### config.mk
export PLATFORM = sky130hd
export DESIGN_NAME = uart_rx_oversampled
export DESIGN_NICKNAME = d
export VERILOG_FILES = /design/src/rtl/uart_rx_oversampled.sv
export SDC_FILE = /design/constraint.sdc
export NUM_CORES = 1
export LEC_CHECK = 0
export ABC_AREA = 1
export BUFFER_PORTS_ARGS = -buffer_cell sky130_fd_sc_hd__buf_2
export CAP_MARGIN = 20
export CORE_MARGIN = 2
export CORE_UTILIZATION = 32
export CTS_BUF_LIST = sky130_fd_sc_hd__clkbuf_16
export DETAILED_ROUTE_END_ITERATION = 12
export GPL_ROUTABILITY_DRIVEN = 0
export PLACE_DENSITY_LB_ADDON = 0.2
export SLEW_MARGIN = 0
export SYNTH_ARGS = -nofsm -noshare
export SYNTH_HDL_FRONTEND = slang
export SYNTH_SLANG_ARGS = --single-unit
export TNS_END_PERCENT = 10
### constraint.sdc
create_clock -name clk -period 2.5 [get_ports clk]
set_input_delay 0.5 -clock clk [delete_from_list [all_inputs] [get_ports clk]]
set_output_delay 0.5 -clock clk [all_outputs]
set_load 0.01 [all_outputs]
### src/rtl/uart_rx_oversampled.sv
// uart_rx_oversampled: 16x-oversampling UART receiver.
// The line is synchronised, a start edge is qualified at mid-bit, and each
// data bit is sampled at its mid-point and shifted in LSB-first. The result
// is reported with a one-cycle rx_valid strobe, or with a frame_err strobe
// when the stop bit is low.
// Optional feature macro: UART_RX_PARITY_EN adds a parity bit between data
// and stop, with a parity_odd select input and a parity_err strobe output.
module uart_rx_oversampled #(
  parameter int DATA_BITS = 8
) (
  input  logic                 clk,
  input  logic                 arst_n,
  input  logic                 tick,
  input  logic                 rx,
`ifdef UART_RX_PARITY_EN
  input  logic                 parity_odd,
  output logic                 parity_err,
`endif
  output logic [DATA_BITS-1:0] rx_data,
  output logic                 rx_valid,
  output logic                 frame_err,
  output logic                 busy
);

  localparam logic [2:0] S_IDLE   = 3'd0;
  localparam logic [2:0] S_START  = 3'd1;
  localparam logic [2:0] S_DATA   = 3'd2;
  localparam logic [2:0] S_STOP   = 3'd4;
`ifdef UART_RX_PARITY_EN
  localparam logic [2:0] S_PARITY = 3'd3;
`endif

  localparam logic [2:0] LAST_BIT = 3'(DATA_BITS - 1);

  logic                 sync1_q, sync1_d;
  logic                 sync2_q, sync2_d;
  logic                 rx_s;
  logic [2:0]           state_q, state_d;
  logic [3:0]           os_cnt_q, os_cnt_d;
  logic [2:0]           bit_cnt_q, bit_cnt_d;
  logic [DATA_BITS-1:0] shift_q, shift_d;
  logic                 armed_q, armed_d;
  logic [DATA_BITS-1:0] rx_data_q, rx_data_d;
  logic                 rx_valid_q, rx_valid_d;
  logic                 frame_err_q, frame_err_d;
  logic                 busy_q, busy_d;
`ifdef UART_RX_PARITY_EN
  logic                 par_bad_q, par_bad_d;
  logic                 parity_err_q, parity_err_d;
`endif

  assign rx_s = sync2_q;

  // Next-state logic: synchroniser shift, start qualification, mid-bit
  // sampling of data/parity/stop, and the single-cycle result strobes.
  always_comb begin
    sync1_d     = rx;
    sync2_d     = sync1_q;
    state_d     = state_q;
    os_cnt_d    = os_cnt_q;
    bit_cnt_d   = bit_cnt_q;
    shift_d     = shift_q;
    armed_d     = armed_q;
    rx_data_d   = rx_data_q;
    rx_valid_d  = 1'b0;
    frame_err_d = 1'b0;
`ifdef UART_RX_PARITY_EN
    par_bad_d    = par_bad_q;
    parity_err_d = 1'b0;
`endif

    case (state_q)
      S_IDLE: begin
        // A held-low line must go high once before a new start is accepted.
        if (rx_s) begin
          armed_d = 1'b1;
        end
        if (armed_q && !rx_s) begin
          state_d  = S_START;
          os_cnt_d = 4'd0;
        end
      end

      S_START: begin
        if (tick) begin
          os_cnt_d = os_cnt_q + 4'd1;
          if (os_cnt_q == 4'd7) begin
            if (!rx_s) begin
              state_d   = S_DATA;
              os_cnt_d  = 4'd0;
              bit_cnt_d = 3'd0;
            end else begin
              state_d = S_IDLE;
            end
          end
        end
      end

      S_DATA: begin
        if (tick) begin
          os_cnt_d = os_cnt_q + 4'd1;
          if (os_cnt_q == 4'd15) begin
            shift_d   = {rx_s, shift_q[DATA_BITS-1:1]};
            bit_cnt_d = bit_cnt_q + 3'd1;
            if (bit_cnt_q == LAST_BIT) begin
`ifdef UART_RX_PARITY_EN
              state_d = S_PARITY;
`else
              state_d = S_STOP;
`endif
            end
          end
        end
      end

`ifdef UART_RX_PARITY_EN
      S_PARITY: begin
        if (tick) begin
          os_cnt_d = os_cnt_q + 4'd1;
          if (os_cnt_q == 4'd15) begin
            par_bad_d = ((^shift_q) ^ rx_s) != parity_odd;
            state_d   = S_STOP;
          end
        end
      end
`endif

      S_STOP: begin
        if (tick) begin
          os_cnt_d = os_cnt_q + 4'd1;
          if (os_cnt_q == 4'd15) begin
            state_d = S_IDLE;
            if (rx_s) begin
              rx_data_d = shift_q;
`ifdef UART_RX_PARITY_EN
              rx_valid_d   = !par_bad_q;
              parity_err_d = par_bad_q;
`else
              rx_valid_d = 1'b1;
`endif
            end else begin
              frame_err_d = 1'b1;
              armed_d     = 1'b0;
            end
          end
        end
      end

      default: begin
        state_d = S_IDLE;
      end
    endcase

    busy_d = (state_d != S_IDLE);
  end

  // State registers; the synchroniser resets to the idle (high) line level.
  always_ff @(posedge clk or negedge arst_n) begin
    if (!arst_n) begin
      sync1_q     <= 1'b1;
      sync2_q     <= 1'b1;
      state_q     <= S_IDLE;
      os_cnt_q    <= 4'd0;
      bit_cnt_q   <= 3'd0;
      shift_q     <= '0;
      armed_q     <= 1'b0;
      rx_data_q   <= '0;
      rx_valid_q  <= 1'b0;
      frame_err_q <= 1'b0;
      busy_q      <= 1'b0;
`ifdef UART_RX_PARITY_EN
      par_bad_q    <= 1'b0;
      parity_err_q <= 1'b0;
`endif
    end else begin
      sync1_q     <= sync1_d;
      sync2_q     <= sync2_d;
      state_q     <= state_d;
      os_cnt_q    <= os_cnt_d;
      bit_cnt_q   <= bit_cnt_d;
      shift_q     <= shift_d;
      armed_q     <= armed_d;
      rx_data_q   <= rx_data_d;
      rx_valid_q  <= rx_valid_d;
      frame_err_q <= frame_err_d;
      busy_q      <= busy_d;
`ifdef UART_RX_PARITY_EN
      par_bad_q    <= par_bad_d;
      parity_err_q <= parity_err_d;
`endif
    end
  end

  assign rx_data   = rx_data_q;
  assign rx_valid  = rx_valid_q;
  assign frame_err = frame_err_q;
  assign busy      = busy_q;
`ifdef UART_RX_PARITY_EN
  assign parity_err = parity_err_q;
`endif

endmodule

==> results of run 1 <==
-- power by group --
group | leakage, nW | switching (W) | internal [W] | total [W]
clock network | 0.0798 | 0.000210 | 0.000467 | 0.000677
logic | 0.445 | 0.000154 | 0.0000938 | 0.000247
registers | 0.380 | 0.0000402 | 0.000564 | 0.000604
-- layer usage --
layer | share of wire, % | vias to the layer above
met5 | 0 | -
met4 | 1.9 | 0
met3 | 4.6 | 4
met2 | 47 | 18
met1 | 47 | 482
li1 | - | 537
-- state kept, by name, summed over array words and instances, names as in the netlist, 3 cells and up --
name / flops
bit_cnt_q: 3
rx_data: 8
os_cnt_q: 4
shift_q: 8
state_q: 3
-- how the worst min path moves through the flow --
stage,cells past startpoint,to,slack [ns]
final,1,frame_err,0.27
after global routing,1,sync1_q,0.32
after CTS,1,bit_cnt_q[2],0.30
after detailed placement,0,rx_s,0.35
after global placement,0,rx_s,0.35
after floorplan,0,armed_q,0.20
-- worst reg2reg max path, cell delays in order (launching register included) --
cell	delay, ns
dfrtp_1	0.38
ha_1	0.18
nand2_1	0.08
inv_1	0.09
nand3_2	0.13
nor2_2	0.43
inv_2	0.16
nand3_1	0.11
o21ai_0	0.09
-- metrics by stage --
stage,cell area [sq um],hold WS [ns],power (W)
5_1_grt,1690,0.324,0.00162
3_3_place_gp,1530,0.347,0.000860
2_1_floorplan,1410,0.204,0.000796
3_5_place_dp,1530,0.352,0.000865
4_1_cts,1690,0.303,0.00155
6_report,1690,0.269,0.00153
-- cell families (layout without fill, tap and decap cells) --
family | count (synthesis) | in the layout | share of synthesized area, %
DFF | 32 | 32 | 57.0
xor gates and xnor gates | 1 | 1 | 0.622
AOI/OAI and AO/OA | 23 | 23 | 8.79
buffers and inverters | 23 | 43 | 6.93
and+or+nand+nor | 76 | 76 | 24.0
adders and majority gates | 3 | 3 | 2.66
-- synthesized netlist by cell type --
cell	n	area share, %
a21oi_1	7	2.5
buf_4	1	0.53
buf_6	1	0.80
dfrtp_1	30	53
dfstp_2	2	3.7
ha_1	3	2.7
inv_1	20	5.3
inv_2	1	0.27
nand2_1	42	11
nand2_2	2	0.89
nand3_1	9	3.2
nand3_2	1	0.71
nand4_1	3	1.3
nor2_1	13	3.5
nor2_2	3	1.3
nor3_1	2	0.71
nor3_4	1	1.2
o21a_1	1	0.53
o21ai_0	13	4.6
o21ai_2	1	0.62
o31ai_1	1	0.53
xnor2_1	1	0.62
-- final cells by class --
| cell class | instances | area share, % |
|---|---|---|
| Clock inverter | 3 | 2.51 |
| Clock buffer | 5 | 7.39 |
| Tap cell | 52 | 3.84 |
| Sequential cell | 32 | 47.5 |
| Multi-Input combinational cell | 103 | 30.0 |
| Inverter | 21 | 4.66 |
| Timing Repair Buffer | 14 | 4.14 |
==> metrics, run 1 <==
status finished, final reports clean; routing usage on met3 3.90%; drt wl/cell 11.0 um; yosys warns 0; clock skew 0.00341 ns; VDD IR max 0.424 mV; crit path kind reg -> reg; Worst R2R Path Depth 8; last element of the critical path bit_cnt_q[0]; initial antenna violation count 0; Buffers & Inverters on Critical Path 2; Worst EP arrival 1.92 ns; f_max 564 MHz; CP startpoint os_cnt_q[0]; Worst setup EP type flop; Mean Syn Cell Area 8.92 sq um; crit path cell chain ha_1 -> nand2_1 -> inv_1 -> nand3_2 -> nor2_2 -> inv_2 -> nand3_1 -> o21ai_0; Clock Tree Root clkbuf_16; placed insts 222; Setup crit start kind flop; global-route total usage across every layer 12.1%; Sequential Area 803 sq um; TritonCTS clock tree done; post-CTS sizing 0; Worst Hold Class in -> async; die height 70.4 um; Chip Width 70.4 um; P_leak 0.905 nW; relative slew slack 54.6%; GR Layer Usage met2 19.4%; vias 1041; Reg clk slew, reported paths 0.05 ns; dpl ws 0.728 ns; hold buffers post-CTS 0; floorplan core area 4290 sq um; minimum clock period 1.77 ns; Critical Path Stages 8; unrepaired setup endpoints after global routing no; most frequent cells in the layout nand2_1 (42), dfrtp_1 (30), inv_1 (20); Initial Utilization 32.8%; clock insertion delay at the later pin of the skew report 0.27 ns; final setup violating endpoints 0; htree depth 2; Max clock buf depth 2; Post-CTS Setup Inserts 0; delay-heaviest family, CP simple AND/OR/NAND/NOR gates; Crit path required time 2.65 ns; port bufs 14; DPL Wire Length 1.81 mm; Seq/Total Area, Yosys 57.0%; Cell variety after synth 22; fin. max-slew vios 0; Area Overhead vs Synth 20.2%; share of layout cells above drive strength 1 18.5%; reg2reg end bit_cnt_q[0]; Layout Cells excl Fill 230; actual slew at the worst max-slew pin 0.681 ns; clk sinks 32; total grt overflow 0; Detail Route Antenna Nets 0; Max Cap Viol 0; drt first pass iters 4; DRT iter0 DRCs 71; Sum Neg Setup Slack 0 ns; Seq cells post-synth 32; Synth Instances 158; M1 GR Usage 14.3%; Filler cells 430; first-pass GRT wire length 4.67 mm; Hold Fails Final Rpt 0; Site Rows 24; I/O pin cnt 15; DRC violation count after routing 0; largest net degree at the start of global routing 33; reg2reg start os_cnt_q[0]; antenna cells 0; global route hottest layer met2; WL final 2.52 mm; CP max stage delay 0.43 ns; worst-path fanout max 14; Syn Nets 165; Vias/cell 4.53; commonest non-fill, non-tap cell in the layout nand2_1; Num CTS Buffers 5; Total Die Area 4950 sq um; Register-to-Register Setup Slack 0.73 ns; critical path's slowest cell nor2_2; vias in the first global route 1076; final net count 184; Core Util, Final 39.4%; final setup margin 0.727 ns; PwrDens 903 nW/um^2; Syn Std Cell Area 1410 sq um; multi-input logic area 508 sq um; period utilization 70.9%
No activity file was read; power rests on OpenSTA's default activity.
==> run 2, diff against run 1 <==
==> constraint.sdc (replaced) <==
create_clock -name clk -period 1.51 [get_ports clk]
set_input_delay 0.302 -clock clk [delete_from_list [all_inputs] [get_ports clk]]
set_output_delay 0.302 -clock clk [all_outputs]
set_load 0.01 [all_outputs]
==> metrics, run 2 (synthesis gave the netlist of run 1 again) <==
I/O pin cnt 15 (unchanged); commonest non-fill, non-tap cell in the layout nand2_1; sequential fraction of design power 40.0% (+0.5 points); Max clock buf depth 2 (unchanged); Area Overhead vs Synth 35.4%; Max Cap Viol 0 (unchanged); Internal 0.00178 W (+58%); vias in the first global route 1071 (-0.46%); TritonCTS clock tree done; share of layout cells above drive strength 1 32.1% (+14 points); worst-path fanout max 5 (-9); multi-input logic area 552 sq um (+8.6%); first-pass GRT wire length 5.06 mm (+8.4%); f_max 675 MHz (+20%); final net count 199 (+8.2%); die height 70.4 um (unchanged); fin. max-slew vios 0 (unchanged); switching power 0.000728 W (+80%); final setup violating endpoints 0 (unchanged); largest net degree at the start of global routing 18 (-45%); Crit path required time 1.68 ns (-0.97 ns); Hold Fails Final Rpt 0 (unchanged); Setup crit start kind flop; floorplan core area 4290 sq um (unchanged); combinational share of power 21.4% (+5.2 points); DRT iter0 DRCs 57 (-20%); clock skew 0.00606 ns (+0.00265 ns); clk sinks 32 (unchanged); initial antenna violation count 0 (unchanged); vias 1111 (+6.7%); critical path's slowest cell dfrtp_1; Total Die Area 4950 sq um (unchanged); Clk pwr share 38.6% (-5.7 points); Register-to-Register Setup Slack 0.03 ns (-0.70 ns); Clock Tree Root clkbuf_16; actual slew at the worst max-slew pin 0.463 ns (-0.218 ns); Num CTS Buffers 5 (unchanged); PwrDens 1310 nW/um^2 (+45%); delay-heaviest family, CP buffers and inverters; Worst Hold Class in -> reg; Hold WS 0.119 ns (-0.150 ns); Worst EP arrival 1.65 ns (-0.27 ns); sw frac 29.1% (+2.7 points); Reg clk slew, reported paths 0.05 ns (about the same); Sum Neg Setup Slack 0 ns (unchanged); port bufs 14 (unchanged); most frequent cells in the layout nand2_1 (39), dfrtp_1 (30), inv_1 (18); DRC violation count after routing 0 (unchanged); Buffers & Inverters on Critical Path 4 (+2); DPL Wire Length 2.04 mm (+13%); htree depth 2 (unchanged); Worst setup EP type flop; P_leak 0.991 nW (+9.5%); drt first pass iters 4 (unchanged); VDD IR max 0.576 mV (+36%); Vias/cell 4.53 (+0.19%); crit path kind reg -> reg; period utilization 98.2% (+27 points); unrepaired setup endpoints after global routing yes; global-route total usage across every layer 13.2% (+1.1 points); Sequential Area 803 sq um (unchanged); clock insertion delay at the later pin of the skew report 0.28 ns (about the same); minimum clock period 1.48 ns (-0.291 ns); relative slew slack 69.1% (+15 points); Initial Utilization 32.8% (unchanged); crit path cell chain ha_2 -> nand2_2 -> inv_2 -> nand3_4 -> nor3_4 -> buf_12 -> buf_12 -> buf_6 -> o21ai_2; Chip Width 70.4 um (unchanged); total grt overflow 0 (unchanged); antenna cells 0 (unchanged); Filler cells 422 (-1.9%); most frequent CP cell buf_12; Detail Route Antenna Nets 0 (unchanged); WL final 3.06 mm (+21%); Site Rows 24 (unchanged); Pwr Total 0.00250 W (+64%); Core Util, Final 44.4% (+5.0 points); drt wl/cell 12.5 um (+14%); CP max stage delay 0.35 ns (-0.08 ns); status finished, final reports clean
[run 2: changes by cell type in the layout (fill, tap and decap cells not counted), sizes merged]
cell	previous run	this run
bufinv	1	0
clkinv	1	3
dlygate4sd3	0	1
buf	14	26
inv	21	20
clkbuf	5	7
[run 2: worst paths after layout]
kind                              endpoint  depth (start not counted)         from
worst max-delay path            rx_data[0]                          9  os_cnt_q[1]
worst min-delay path               sync1_q                          1           rx
worst max register to register  rx_data[0]                          9  os_cnt_q[1]
worst min register to register        rx_s                          0      sync1_q
max in group asynchronous             rx_s                          3       arst_n
min in group asynchronous        frame_err                          2       arst_n
[run 2: layout make-up]
type,count,share of cell area [%]
clock buffer,5,6.56
clock inverter,3,0.984
inverter,21,4.33
multi-input combinational,103,28.9
sequential,32,42.1
tap,52,3.41
timing repair buffer,29,13.7
[run 2: stage by stage]
stage / setup WS [ns] / instance area (sq um) / std cells
after floorplan: 0.0972 / 1410 / 158
after global placement: 0.0833 / 1600 / 228
after detailed placement: 0.0660 / 1600 / 228
after CTS: 0.0457 / 1750 / 237
after global routing: -0.0533 / 1910 / 245
final: 0.0276 / 1910 / 245
[run 2: what timing repair did]
item	4_1_cts	5_1_grt
gates resized for setup	0	19
hold buffers	1	0
buffers inserted	0	6
setup endpoints to repair	0	25
endpoints found under the hold margin	16	0
[run 2: power by group through the flow]
stage	clock [W]	sequential, W	combinational, W
6_report	0.000966	0.00100	0.000537
5_1_grt	0.00103	0.00101	0.000631
4_1_cts	0.00101	0.000998	0.000476
3_5_place_dp	0	0.00101	0.000467
3_3_place_gp	0	0.00101	0.000457
2_1_floorplan	0	0.00101	0.000310
[run 2: per-layer routing]
layer | track usage [%] | vias up | part of all wire, %
met5 | 0 | - | 0
met4 | 5.13 | 0 | 1.8
met3 | 3.90 | 5 | 4.1
met2 | 20.3 | 17 | 46
met1 | 17.3 | 519 | 48
li1 | - | 570 | -
==> run 3, diff against run 2 <==
--- a/config.mk
+++ b/config.mk
@@ -9,11 +9,12 @@
 export BUFFER_PORTS_ARGS = -buffer_cell sky130_fd_sc_hd__buf_2
 export CAP_MARGIN = 20
 export CORE_MARGIN = 2
-export CORE_UTILIZATION = 32
+export CORE_UTILIZATION = 51
 export CTS_BUF_LIST = sky130_fd_sc_hd__clkbuf_16
 export DETAILED_ROUTE_END_ITERATION = 12
 export GPL_ROUTABILITY_DRIVEN = 0
 export PLACE_DENSITY_LB_ADDON = 0.2
+export RECOVER_POWER = 100
 export SLEW_MARGIN = 0
 export SYNTH_ARGS = -nofsm -noshare
 export SYNTH_HDL_FRONTEND = slang
==> metrics, run 3 (synthesis gave the netlist of run 1 again) <==
P_leak 0.891 nW (-10%); Hold Fails Final Rpt 0 (unchanged); Site Rows 19 (-21%); f_max 707 MHz (+4.8%); critical path's slowest cell dfrtp_1; Clock Tree Root clkbuf_16; Post-CTS Setup Inserts 0 (unchanged); drt first pass iters 4 (unchanged); worst-path fanout max 17 (+12); Internal 0.00170 W (-4.4%); antenna cells 0 (unchanged); vias 1074 (-3.3%); DRT iter0 DRCs 25 (-56%); metal3 WL 82 um (-35%); WL final 2.55 mm (-17%); VDD IR max 1.23 mV (+110%); htree depth 2 (unchanged); Vias/cell 5.02 (+11%); first-pass GRT wire length 4.40 mm (-13%); CP max stage delay 0.39 ns (+0.04 ns); unrepaired setup endpoints after global routing yes; period utilization 93.6% (-4.5 points); Worst setup EP type flop; commonest non-fill, non-tap cell in the layout nand2_1; DR top layer met4; Max Cap Viol 0 (unchanged); total grt overflow 0 (unchanged); Area Overhead vs Synth 20.7%; Reg clk slew, reported paths 0.05 ns (about the same); sequential fraction of design power 43.3% (+3.3 points); Detail Route Antenna Nets 0 (unchanged); Filler cells 236 (-44%); clk sinks 32 (unchanged); port bufs 14 (unchanged); most frequent cells in the layout nand2_1 (39), dfrtp_1 (30), inv_1 (21); global-route total usage across every layer 18.1% (+4.9 points); multi-input logic area 531 sq um (-3.9%); post-CTS sizing 0 (unchanged); Buffers & Inverters on Critical Path 2 (-2); status finished, final reports clean; combinational share of power 18.7% (-2.7 points); final setup violating endpoints 0 (unchanged); minimum clock period 1.41 ns (-0.0684 ns); vias in the first global route 1028 (-4.0%); Total Die Area 3200 sq um (-35%); Sum Neg Setup Slack 0 ns (unchanged); initial antenna violation count 0 (unchanged); Pwr Total 0.00234 W (-6.3%); Initial Utilization 52.4% (+20 points); placed cell areas 1550 sq um (-2.9%); Final Instance Area 1700 sq um (-11%); drt wl/cell 11.9 um (-4.4%); relative slew slack 50.2% (-19 points); share of layout cells above drive strength 1 16.9% (-15 points); floorplan core area 2690 sq um (-37%); Num CTS Buffers 5 (unchanged); Sequential Area 803 sq um (unchanged); sw frac 27.6% (-1.5 points); Met2 Routed Length 1.22 mm (-13%); final net count 189 (-5.0%); I/O pin cnt 15 (unchanged); M1 WL 1.21 mm (-17%); crit path kind reg -> reg; switching power 0.000647 W (-11%); clock insertion delay at the later pin of the skew report 0.27 ns (about the same); clock skew 0.00522 ns (-0.000840 ns); die height 56.6 um (-20%); Chip Width 56.6 um (-20%); TritonCTS clock tree done; Worst Hold Class in -> reg; fin. max-slew vios 0 (unchanged); largest net degree at the start of global routing 33 (+15); crit path cell chain ha_2 -> nand2_2 -> inv_2 -> nand3_4 -> nor3_4 -> buf_12 -> nor2_1 -> a21oi_1; Worst EP arrival 1.61 ns (-0.04 ns); Max clock buf depth 2 (unchanged); Crit path required time 1.70 ns (+0.02 ns); Setup crit start kind flop; DPL Wire Length 1.83 mm (-11%); PwrDens 1380 nW/um^2 (+5.1%); Clk pwr share 37.9% (-0.7 points); actual slew at the worst max-slew pin 0.748 ns (+0.284 ns); DRC violation count after routing 0 (unchanged); delay-heaviest family, CP flip-flops; hold buffers post-CTS 0 (-1)
[run 3: changes by cell type in the layout (fill, tap and decap cells not counted), sizes merged]
| cell | previous run | this run |
|---|---|---|
| clkinv | 3 | 0 |
| clkbuf | 7 | 16 |
| inv | 20 | 23 |
| buf | 26 | 8 |
| dlygate4sd3 | 1 | 0 |
[run 3: path summary, 6_finish.rpt]
path | start | end | slack, ns | depth (start not counted)
worst max-delay path | os_cnt_q[0] | rx_data[1] | 0.1 | 8
worst min-delay path | rx | sync1_q | 0.14 | 1
worst max register to register | os_cnt_q[0] | rx_data[1] | 0.1 | 8
worst min register to register | sync1_q | rx_s | 0.35 | 0
max in group asynchronous | arst_n | os_cnt_q[1] | 0.86 | 2
min in group asynchronous | arst_n | rx_data[5] | 0.17 | 2
[run 3: power groups by stage]
| stage | Sequential [W] | Clock [W] | Combinational (W) |
|---|---|---|---|
| 4_1_cts | 0.00101 | 0.000905 | 0.000431 |
| 6_report | 0.00102 | 0.000889 | 0.000439 |
| 3_5_place_dp | 0.00102 | 0 | 0.000430 |
| 5_1_grt | 0.00103 | 0.000942 | 0.000503 |
| 3_3_place_gp | 0.00101 | 0 | 0.000418 |
| 2_1_floorplan | 0.00101 | 0 | 0.000310 |
[run 3: metrics by stage]
step                      setup WS, ns  utilization [%]  hold WS (ns)  std cells
after CTS                       0.0199             62.7        0.0517        214
after global routing           -0.0135             63.3         0.129        214
after global placement           0.101             57.7         0.332        206
after floorplan                 0.0972                -       0.00641        158
after detailed placement        0.0367             57.7         0.336        206
final                           0.0960             63.3         0.139        214
[run 3: routing by layer]
layer  up-vias  GRT usage (%)
met2        13           27.9
met1       509           23.7
li1        547              -
met5         -              0
met4         0           8.16
met3         5           4.84
[run 3: final cells by class]
class	count	share of cell area [%]
flip-flops and latches	32	47.2
clock buffers	5	7.36
multi-input cells	103	31.2
inverters	21	4.86
repair buffers	19	6.40
clock inverters	3	0.662
well taps	31	2.28
[run 3: worst register-to-register path: cells and delay by family, from the launching register on]
family          cells  cell delay (ns)
simple gates        4             0.40
flops               1             0.39
buf+inv             2             0.24
fa+ha+maj           1             0.20
compound gates      1             0.11
